===== src/rtl/alu_unit_pkg.sv =====
// Shared constants for the alu_unit slice: opcode encoding and default operand width.
package alu_unit_pkg;

  localparam int unsigned DEFAULT_WIDTH = 8;

  typedef enum logic [1:0] {
    OP_ADD = 2'b00,
    OP_SUB = 2'b01,
    OP_MUL = 2'b10,
    OP_DIV = 2'b11
  } op_e;

endpackage


===== src/rtl/alu_unit_div.sv =====
// Unrolled combinational restoring divider: WIDTH subtract-and-compare stages.
// A zero divisor naturally yields an all-ones quotient and remainder = dividend.
module alu_unit_div
  import alu_unit_pkg::*;
#(
  parameter int unsigned WIDTH = DEFAULT_WIDTH
) (
  input  logic [WIDTH-1:0] a,
  input  logic [WIDTH-1:0] b,
  output logic [WIDTH-1:0] quotient_c,
  output logic [WIDTH-1:0] remainder_c,
  output logic             div_zero_c
);

  logic [WIDTH:0] part;

  // One extra bit on the partial remainder: after the shift it can reach 2*b-1.
  always_comb begin
    part       = '0;
    quotient_c = '0;
    for (int i = WIDTH - 1; i >= 0; i--) begin
      part = {part[WIDTH-1:0], a[i]};
      if (part >= {1'b0, b}) begin
        part          = part - {1'b0, b};
        quotient_c[i] = 1'b1;
      end
    end
    remainder_c = part[WIDTH-1:0];
  end

  assign div_zero_c = (b == '0);

endmodule


===== src/rtl/alu_unit.sv =====
// Single-cycle ALU (ADD/SUB/MUL/DIV) with one registered result and a valid flag.
// Build macro ALU_UNIT_DIV_EN enables the divider; without it opcode DIV returns zero.
module alu_unit
  import alu_unit_pkg::*;
#(
  parameter int unsigned WIDTH = DEFAULT_WIDTH
) (
  input  logic                 i_clk,
  input  logic                 i_rst_n,
  input  logic [WIDTH-1:0]     i_a,
  input  logic [WIDTH-1:0]     i_b,
  input  logic [1:0]           i_control,
  output logic [2*WIDTH:0]     o_out,
  output logic                 o_valid
);

  localparam int unsigned OUT_W = 2 * WIDTH + 1;

  logic [OUT_W-1:0] result_c;

`ifdef ALU_UNIT_DIV_EN
  logic [WIDTH-1:0] quotient_c;
  logic [WIDTH-1:0] remainder_c;
  logic             div_zero_c;

  alu_unit_div #(.WIDTH(WIDTH)) u_div (
    .a           (i_a),
    .b           (i_b),
    .quotient_c  (quotient_c),
    .remainder_c (remainder_c),
    .div_zero_c  (div_zero_c)
  );
`endif

  // Operands are zero-extended to the full result width, so SUB wraps to a sign-extended value.
  always_comb begin
    result_c = '0;
    case (i_control)
      OP_ADD: result_c = OUT_W'(i_a) + OUT_W'(i_b);
      OP_SUB: result_c = OUT_W'(i_a) - OUT_W'(i_b);
      OP_MUL: result_c = OUT_W'(i_a) * OUT_W'(i_b);
`ifdef ALU_UNIT_DIV_EN
      OP_DIV: result_c = {div_zero_c, remainder_c, quotient_c};
`else
      OP_DIV: result_c = '0;
`endif
      default: result_c = '0;
    endcase
  end

  always_ff @(posedge i_clk or negedge i_rst_n) begin
    if (!i_rst_n) begin
      o_out   <= '0;
      o_valid <= 1'b0;
    end else begin
      o_out   <= result_c;
      o_valid <= 1'b1;
    end
  end

endmodule


===== config.mk =====
export PLATFORM = sky130hd
export DESIGN_NAME = alu_unit
export DESIGN_NICKNAME = d
export VERILOG_FILES = /design/src/rtl/alu_unit_pkg.sv /design/src/rtl/alu_unit_div.sv /design/src/rtl/alu_unit.sv
export SDC_FILE = /design/constraint.sdc
export NUM_CORES = 1
export LEC_CHECK = 0
export ABC_AREA = 1
export CAP_MARGIN = 5
export CORE_UTILIZATION = 40
export CTS_BUF_LIST = sky130_fd_sc_hd__clkbuf_4
export CTS_CLUSTER_SIZE = 20
export DETAILED_ROUTE_END_ITERATION = 10
export HOLD_SLACK_MARGIN = 0.06
export PLACE_DENSITY_LB_ADDON = 0.15
export SETUP_SLACK_MARGIN = 0.05
export SLEW_MARGIN = 10
export SYNTH_ARGS = -nofsm -noshare
export SYNTH_HDL_FRONTEND = slang
export SYNTH_SLANG_ARGS = --single-unit

===== constraint.sdc =====
create_clock -name i_clk -period 0.8 [get_ports i_clk]
set_input_delay 0.16 -clock i_clk [delete_from_list [all_inputs] [get_ports i_clk]]
set_output_delay 0.16 -clock i_clk [all_outputs]
set_load 0.01 [all_outputs]

==> results of run 1 <==
[registers in the layout (all words and copies together) (netlist names)]
| signal | count |
|---|---|
| o_out | 17 |
| o_valid | 1 |
[power by group through the flow]
stage | clock network, W | logic [W] | registers, W
2_1_floorplan | 0 | 0.00491 | 0.00131
3_3_place_gp | 0 | 0.00753 | 0.00119
3_5_place_dp | 0 | 0.00761 | 0.00120
4_1_cts | 0.000475 | 0.00840 | 0.00117
5_1_grt | 0.000532 | 0.0105 | 0.00119
6_report | 0.000461 | 0.00954 | 0.00116
[per-layer routing]
metal / up-vias / share of wire [%]
met2: 79 / 51
met1: 1800 / 44
met3: 12 / 3.5
met4: 0 / 1.3
met5: - / 0
li1: 1873 / -
[logic make-up after synthesis]
logic type	count (synthesis)	synth area share, %
buffers and inverters	159	16.5
xor gates and xnor gates	3	0.710
AOI/OAI and AO/OA	26	4.33
DFF	18	12.2
other	1	0.101
adders and majority gates	90	38.1
and+or+nand+nor	246	28.1
[Yosys cell counts]
cell type / n / area (sq um)
buf_2: 1 / 5.00
inv_1: 142 / 533
fa_1: 38 / 761
nand3_2: 2 / 20.0
and2_1: 1 / 6.26
a21oi_2: 2 / 17.5
xor2_1: 1 / 8.76
a21oi_1: 12 / 60.1
nand2_1: 161 / 604
nand3b_1: 4 / 30.0
nor2_1: 20 / 75.1
a21oi_4: 1 / 16.3
nand2_2: 2 / 12.5
o21ai_0: 6 / 30.0
nand3_1: 46 / 230
clkbuf_1: 9 / 33.8
inv_2: 4 / 15.0
conb_1: 1 / 3.75
xnor2_1: 2 / 17.5
nand4_1: 8 / 50.1
o21bai_1: 1 / 7.51
o311ai_0: 2 / 17.5
dfrtp_1: 18 / 450
o21ai_1: 1 / 5.00
o22ai_1: 1 / 6.26
ha_1: 52 / 651
buf_4: 3 / 22.5
nor3_1: 2 / 10.0
[cell type report]
| type | instances | area share, % |
|---|---|---|
| multi-input combinational | 367 | 59.4 |
| clock inverter | 1 | 0.0675 |
| inverter | 146 | 10.0 |
| tap | 108 | 2.43 |
| timing repair buffer | 130 | 19.6 |
| clock buffer | 3 | 0.405 |
| sequential | 18 | 8.10 |
[critical path, stage by stage]
cell	delay [ps]
buf_8	110
buf_6	120
nand2_4	40
inv_2	30
fa_1	560
fa_1	440
fa_1	490
inv_1	50
fa_1	500
inv_2	50
ha_4	310
nand2_4	80
inv_2	60
nand2_2	50
nand2_1	60
nand2_1	60
nand3_1	70
nand2_1	60
nand3_1	60
nand2_1	50
[stage by stage]
step,cell area [sq um],power (W)
finish,5560,0.0112
global route,5560,0.0122
CTS,5240,0.0100
detailed placement,4970,0.00880
global placement,4970,0.00872
floorplan,4080,0.00622
[path summary, 6_finish.rpt]
path,cells after the start,endpoint,slack [ps]
max,20,o_out[14],-2420
min,2,o_out[3],190
max in group asynchronous,2,o_out[15],480
min in group i_clk,4,o_out[0],400
[timing repair]
action	4_1_cts	5_1_grt
pin swaps	48	62
endpoints found under the hold margin	0	0
setup buffers	12	9
gates cloned	1	0
setup endpoints to repair	35	35
gates resized for setup	220	83
==> results.cfg, run 1 <==
[route]
avgViaCountPerCell = 4.87
ant_nets = 0
drt_iter0_drc = 196
avgRoutedWirePerCell_um = 13.6
routed_wl_um = 10500
drc = 1
drt_first_pass_iters = 7
via_count = 3764

[power]
p_int_w = 0.00550
power_density_mw_per_mm2 = 2010
p_switching_w = 0.00566
ir_drop_mv = 1.90
combPwrFrac_pct = 85.5
switching_share_pct = 50.7
power_leakage_nw = 3.21
p_clk_share_pct = 4.1
seq_power_share_pct = 10.4

[yosys]
ys_warn_count = 0
syn_area_sq_mm = 0.00370
ys_seq_area_share_pct = 12.2
syn_area_per_cell_sq_um = 6.81
synthesis.instances = 543
syn-num-nets = 653
synthDistinctLibCells = 28
ys_ff_latch = 18

[clocking]
cts.clk_slew.worst_paths_ps = 100
cts-buffers-inserted = 3
htreeDepth = 1
holdBufCountCts = 0
clk_path_buf_depth = 2
clockRootBuffer = clkbuf_4
cts.sinks = 18
cts_tree = done

[critical_path]
arrival_ps = 3410
crit_path_start = i_a[3]
crit_required_ps = 990
end_kind = flip-flop
crit_path_start_kind = input pin
worst-path-max-fanout = 4
criticalPathCategory = input pin to flip-flop

[placed_design]
post-dp-hpwl_um = 8410
dp_slack_ps = -3280
gp_congestion = 0.899
port_buffers = 37
placedCellCount = 749

[sta]
hold_violations = 0
setup_viol = 35
fmax_ghz = 0.310
maxSlewHeadroom_pct = 65.0
max_slew.worst_pin.slew_ps = 522
finalSetupTns_ps = -33360
fin_ws_ps = -2420
slew_violations = 0
rsz0062_at_grt = yes
whs_ps = 194
min_period_ps = 3220
period_share_pct = 403

[grt]
gr-usage-met2_pct = 41.0
grt_pass1_vias = 3905
grt_pass1_wl_um = 17600
overflow = 0
grt_max_degree = 19
met1_usage_pct = 29.3
track_usage_pct = 22.5
grt_busiest_layer = met2
grt_util_met3_pct = 2.08
antenna_found_initial = 0

[die]
die_h_um = 98.2
start_util_pct = 41.8
fp-row-count = 34
coreArea_sq_mm = 0.00885
die-width_um = 98.2
die_area_sq_mm = 0.00964
io_pins = 38

[cells_and_area]
register_area_sq_um = 450
final_util_pct = 62.9
multi_input_comb_area_sq_mm = 0.00330
final_cells = 773
fin_nets = 776
final_cell_mix = 122 x nand2_1, 108 x inv_1, 74 x buf_4
nFillCells = 814
num_antenna_cells = 0
area_delta_synth_final_pct = 50.3
drive_above_1_share_pct = 41.5
layout_commonest_cell = nand2_1

[min_path]
worstHoldPathType = input pin to asynchronous set/reset pin

[run]
maxCapViolCount = 0

[run_status]
violations = design-rule violations, negative setup slack
status = complete, but fails checks
No activity file was read; power rests on OpenSTA's default activity.
==> run 2, diff against run 1 <==
Settings changed: MAX_ROUTING_LAYER set to met4.
==> run 2 against run 1 <==
  * The run ends with negative setup slack left
  * Combinational power is 2% higher
  * Critical path depth unchanged
  * Total power is 1.9% higher
  * Core utilization decreased by 0.35 points
  * Via count down 0.80%
  * Maximum frequency is 1.3% lower
  * Die area unchanged
  * Clock power rose by 0.9%
  * Non-clock buffer count down 7
  * Hold slack is essentially flat
  * Global-route usage is 2.7 points higher
  * Highest routed layer unchanged
==> results.cfg, run 2 (synthesis gave the netlist of run 1 again) <==
[cells_and_area]
final_cells = 766
largest_reg_flops = 17
regMostFlops = o_out
layout_commonest_cell = nand2_1
final_cell_mix = 122 x nand2_1, 112 x inv_1, 63 x buf_4
multi_input_comb_area_sq_mm = 0.00327
reg_top3 = o_out x17, o_valid x1
drive_above_1_share_pct = 39.8
nFillCells = 802
area_delta_synth_final_pct = 49.5
fin_nets = 769
final_util_pct = 62.5
num_antenna_cells = 0
register_area_sq_um = 450

[clocking]
clk_path_buf_depth = 2
cts.sinks = 18
htreeDepth = 1
cts.clk_slew.worst_paths_ps = 110
holdBufCountCts = 0
clockRootBuffer = clkbuf_4
cts-buffers-inserted = 3
cts_tree = done

[critical_path]
arrival_ps = 3460
cp_num_buf_inv = 6
path_common_cell = fa_1
max_stage_delay_ps = 530
crit_path_start_kind = input pin
cp_slowest_cell = fa_1
critPathTopFamily = adder cells
crit_required_ps = 1000
criticalPathCategory = input pin to flip-flop
worstPathCellList = buf_8 -> buf_6 -> nand2_4 -> inv_2 -> fa_1 -> fa_1 -> fa_1 -> inv_1 -> fa_1 -> inv_2 -> ha_4 -> nand2_4 -> inv_2 -> nand2_2 -> nand2_2 -> nand2_2 -> nand3_2 -> nand2_1 -> nand3_1 -> nand2_1
crit_path_start = i_a[3]
worst-path-max-fanout = 5
end_kind = flip-flop
cp.depth = 20
cp-endpoint = o_out[14]

[sta]
finalSetupTns_ps = -34610
fmax_ghz = 0.306
min_period_ps = 3270
hold_violations = 0
max_slew.worst_pin.slew_ps = 545
slew_violations = 0
setup_viol = 35
rsz0062_at_grt = yes
maxSlewHeadroom_pct = 63.6
period_share_pct = 408
whs_ps = 193
fin_ws_ps = -2470

[route]
drt_iter0_drc = 235
ant_nets = 0
avgRoutedWirePerCell_um = 14.3
avgViaCountPerCell = 4.87
routed_wl_um = 10900
drt_first_pass_iters = 6
via_count = 3734
drc = 0

[placed_design]
post-dp-hpwl_um = 8530
port_buffers = 37
gp_congestion = 0.919
placedCellCount = 747

[die]
fp-row-count = 34
io_pins = 38
die_h_um = 98.2
coreArea_sq_mm = 0.00885
start_util_pct = 41.8
die_area_sq_mm = 0.00964
die-width_um = 98.2

[power]
power_density_mw_per_mm2 = 2060
power_leakage_nw = 3.21
ir_drop_mv = 2.03

[grt]
grt_pass1_wl_um = 19000
grt_pass1_vias = 4106
overflow = 0
track_usage_pct = 25.3
grt_max_degree = 19
antenna_found_initial = 0

[min_path]
worstHoldPathType = input pin to asynchronous set/reset pin

[run_status]
violations = negative setup slack
status = complete, but fails checks

[run]
maxCapViolCount = 0
run 2: cell types whose count changed in the layout (fill, tap and decap cells not counted), moves of 3 or more:
cell     previous run  this run
inv_2              34        31
buf_8               5        11
buf_4              74        63
nand3_1            35        30
nor2_1             11        14
nand3_2            10        14
inv_1             108       112
nor2_2              6         2
run 2: stage by stage:
stage | setup WS [ps] | total power (W) | area [sq um]
after floorplan | -2500 | 0.00622 | 4080
after global placement | -3300 | 0.00870 | 4950
after detailed placement | -3300 | 0.00880 | 4950
after CTS | -2480 | 0.0107 | 5340
after global routing | -2600 | 0.0124 | 5530
final | -2470 | 0.0114 | 5530
run 2: how the worst min path moves through the flow:
stage | depth (start not counted) | slack (ps) | endpoint
6_report | 2 | 190 | o_out[12]
5_1_grt | 2 | 180 | o_out[12]
3_5_place_dp | 2 | 520 | o_valid
4_1_cts | 2 | 190 | o_out[12]
3_3_place_gp | 2 | 510 | o_valid
2_1_floorplan | 0 | -140 | o_out[0]
run 2: layout make-up:
cell class / instances / area share (%)
multi-input combinational: 367 / 59.1
timing repair buffer: 123 / 19.8
tap: 108 / 2.44
clock buffer: 3 / 0.407
inverter: 146 / 10.0
clock inverter: 1 / 0.0679
sequential: 18 / 8.14
run 2: layer usage:
metal	GRT usage, %	wire (um)	part of all wire [%]	vias to the layer above
met3	2.43	437	4.0	22
li1	-	-	-	1860
met1	30.8	4730	43	1750
met5	-	0	0	-
met4	8.04	316	2.9	0
met2	44.0	5460	50	102
run 2: power by group:
group | leakage (nW) | internal, W | switching [W]
Clock | 0.0154 | 0.000182 | 0.000284
Sequential | 0.228 | 0.00112 | 0.0000655
Combinational | 2.97 | 0.00433 | 0.00539
run 2: what timing repair did:
| item | CTS | global route |
|---|---|---|
| resized for setup | 251 | 55 |
| setup endpoints to repair | 35 | 35 |
| gates cloned | 1 | 0 |
| buffers inserted | 11 | 4 |
| pin swaps | 55 | 43 |
==> run 3, diff against run 2 <==
Settings changed: SETUP_SLACK_MARGIN 0.05 to 0.1.
==> run 3 against run 2 <==
  * The run still ends with negative setup slack left
  * Final cell count is 0.39% lower
  * Final area is 2.2% lower
  * Routed wire length is 2.2% lower
  * Sequential cell count stayed put
  * Core utilization is 1.4 points lower
  * Combinational power is 4.9% lower
  * Critical path depth is 2 lower
  * Largest power group unchanged
  * Non-clock buffer count is 3 lower
  * First-iteration DRC count is 35% lower
  * Sequential power hardly changed
  * Highest routed layer unchanged
  * Total power is 4.1% lower
==> results.cfg, run 3 (synthesis gave the netlist of run 1 again) <==
[sta]
setup_viol = 34
slew_violations = 0
finalSetupTns_ps = -33540
whs_ps = 175
max_slew.worst_pin.slew_ps = 522
fin_ws_ps = -2480
maxSlewHeadroom_pct = 65.1
rsz0062_at_grt = yes
hold_violations = 0
fmax_ghz = 0.304
period_share_pct = 411
min_period_ps = 3280

[placed_design]
gp_congestion = 0.919
post-dp-hpwl_um = 8530
port_buffers = 37

[cells_and_area]
nFillCells = 815
area_delta_synth_final_pct = 46.2
final_util_pct = 61.1
num_antenna_cells = 0
layout_commonest_cell = nand2_1
reg_top3 = o_out x17, o_valid x1
largest_reg_flops = 17
multi_input_comb_area_sq_mm = 0.00323
regMostFlops = o_out
fin_nets = 766
final_cell_mix = 124 x nand2_1, 105 x inv_1, 65 x buf_4
drive_above_1_share_pct = 40.3
register_area_sq_um = 450

[critical_path]
worstPathCellList = buf_8 -> buf_6 -> nand2_2 -> inv_2 -> fa_1 -> fa_1 -> fa_1 -> inv_2 -> fa_2 -> inv_2 -> ha_4 -> nand2_4 -> nor2_4 -> nand3_1 -> nand3_2 -> nand2_1 -> nand3_1 -> nand2_1
crit_required_ps = 1020
cp_num_buf_inv = 5
criticalPathCategory = input pin to flip-flop
end_kind = flip-flop
worst-path-max-fanout = 4
cp_slowest_cell = fa_2
critPathTopFamily = adder cells
crit_path_start_kind = input pin
arrival_ps = 3500
max_stage_delay_ps = 540
cp.depth = 18

[die]
die_h_um = 98.2
io_pins = 38
coreArea_sq_mm = 0.00885
start_util_pct = 41.8
fp-row-count = 34
die-width_um = 98.2
die_area_sq_mm = 0.00964

[grt]
grt_pass1_wl_um = 18300
gr-usage-met2_pct = 43.2
antenna_found_initial = 0
grt_max_degree = 19
grt_util_met3_pct = 2.36
track_usage_pct = 24.4
overflow = 0
met1_usage_pct = 30.2
grt_busiest_layer = met2
grt_pass1_vias = 3924

[clocking]
htreeDepth = 1
cts.clk_slew.worst_paths_ps = 110
clockRootBuffer = clkbuf_4
clk_path_buf_depth = 2
cts-buffers-inserted = 3
holdBufCountCts = 0
cts_tree = done
cts.sinks = 18

[power]
combPwrFrac_pct = 84.7
ir_drop_mv = 2.06
power.total_w = 0.0109
p_int_w = 0.00539
seq_power_share_pct = 10.8
power_density_mw_per_mm2 = 2020
switching_share_pct = 50.6
power_leakage_nw = 3.15
p_clk_share_pct = 4.5
p_switching_w = 0.00552

[route]
via_count = 3717
routed_wl_um = 10700
ant_nets = 0
avgRoutedWirePerCell_um = 14.0
drc = 0
avgViaCountPerCell = 4.87
drt_first_pass_iters = 7
drt_iter0_drc = 153

[min_path]
worstHoldPathType = input pin to asynchronous set/reset pin

[run_status]
violations = negative setup slack
status = complete, but fails checks

[run]
maxCapViolCount = 0
## run 3: changes by cell type in the layout (fill, tap and decap cells not counted), moves of 2 or more
cell / delta
buf_8: -5
nand2_4: -3
inv_1: -7
nand3_1: +2
buf_4: +2
nand2_1: +2
inv_2: +8
## run 3: what timing repair did
item | CTS | global route
setup buffers | 8 | 4
resized for setup | 244 | 51
setup endpoints to repair | 35 | 35
pin swaps | 52 | 35
gates cloned | 1 | 0
## run 3: layer usage
| layer | up-vias | share of wire [%] |
|---|---|---|
| li1 | 1859 | - |
| met1 | 1755 | 44 |
| met2 | 90 | 51 |
| met3 | 13 | 3.7 |
| met4 | 0 | 1.3 |
| met5 | - | 0 |
## run 3: stage by stage
step | setup WS (ps) | cell area (sq um) | std cells
detailed placement | -3300 | 4950 | 747
floorplan | -2500 | 4080 | 543
CTS | -2410 | 5250 | 760
finish | -2480 | 5410 | 763
global route | -2590 | 5410 | 763
global placement | -3300 | 4950 | 747
## run 3: power groups by stage
stage          combinational (W)  clock [W]  sequential [W]
2_1_floorplan            0.00491          0         0.00131
3_3_place_gp             0.00750          0         0.00120
3_5_place_dp             0.00755          0         0.00120
4_1_cts                  0.00862   0.000485         0.00117
5_1_grt                   0.0102   0.000528         0.00120
6_report                 0.00925   0.000489         0.00118
## run 3: area by class of cell
cell class                      instances  share of cell area, %
Tap cell                              108                   2.50
Timing Repair Buffer                  120                   18.8
Clock buffer                            3                  0.416
Inverter                              146                   10.2
Sequential cell                        18                   8.33
Clock inverter                          1                 0.0694
Multi-Input combinational cell        367                   59.6
## run 3: path summary, 6_finish.rpt
path                               from   endpoint
min in group i_clk         i_control[1]   o_out[0]
worst min-delay path            i_rst_n  o_out[12]
max in group asynchronous       i_rst_n   o_out[8]
worst max-delay path             i_a[3]  o_out[15]
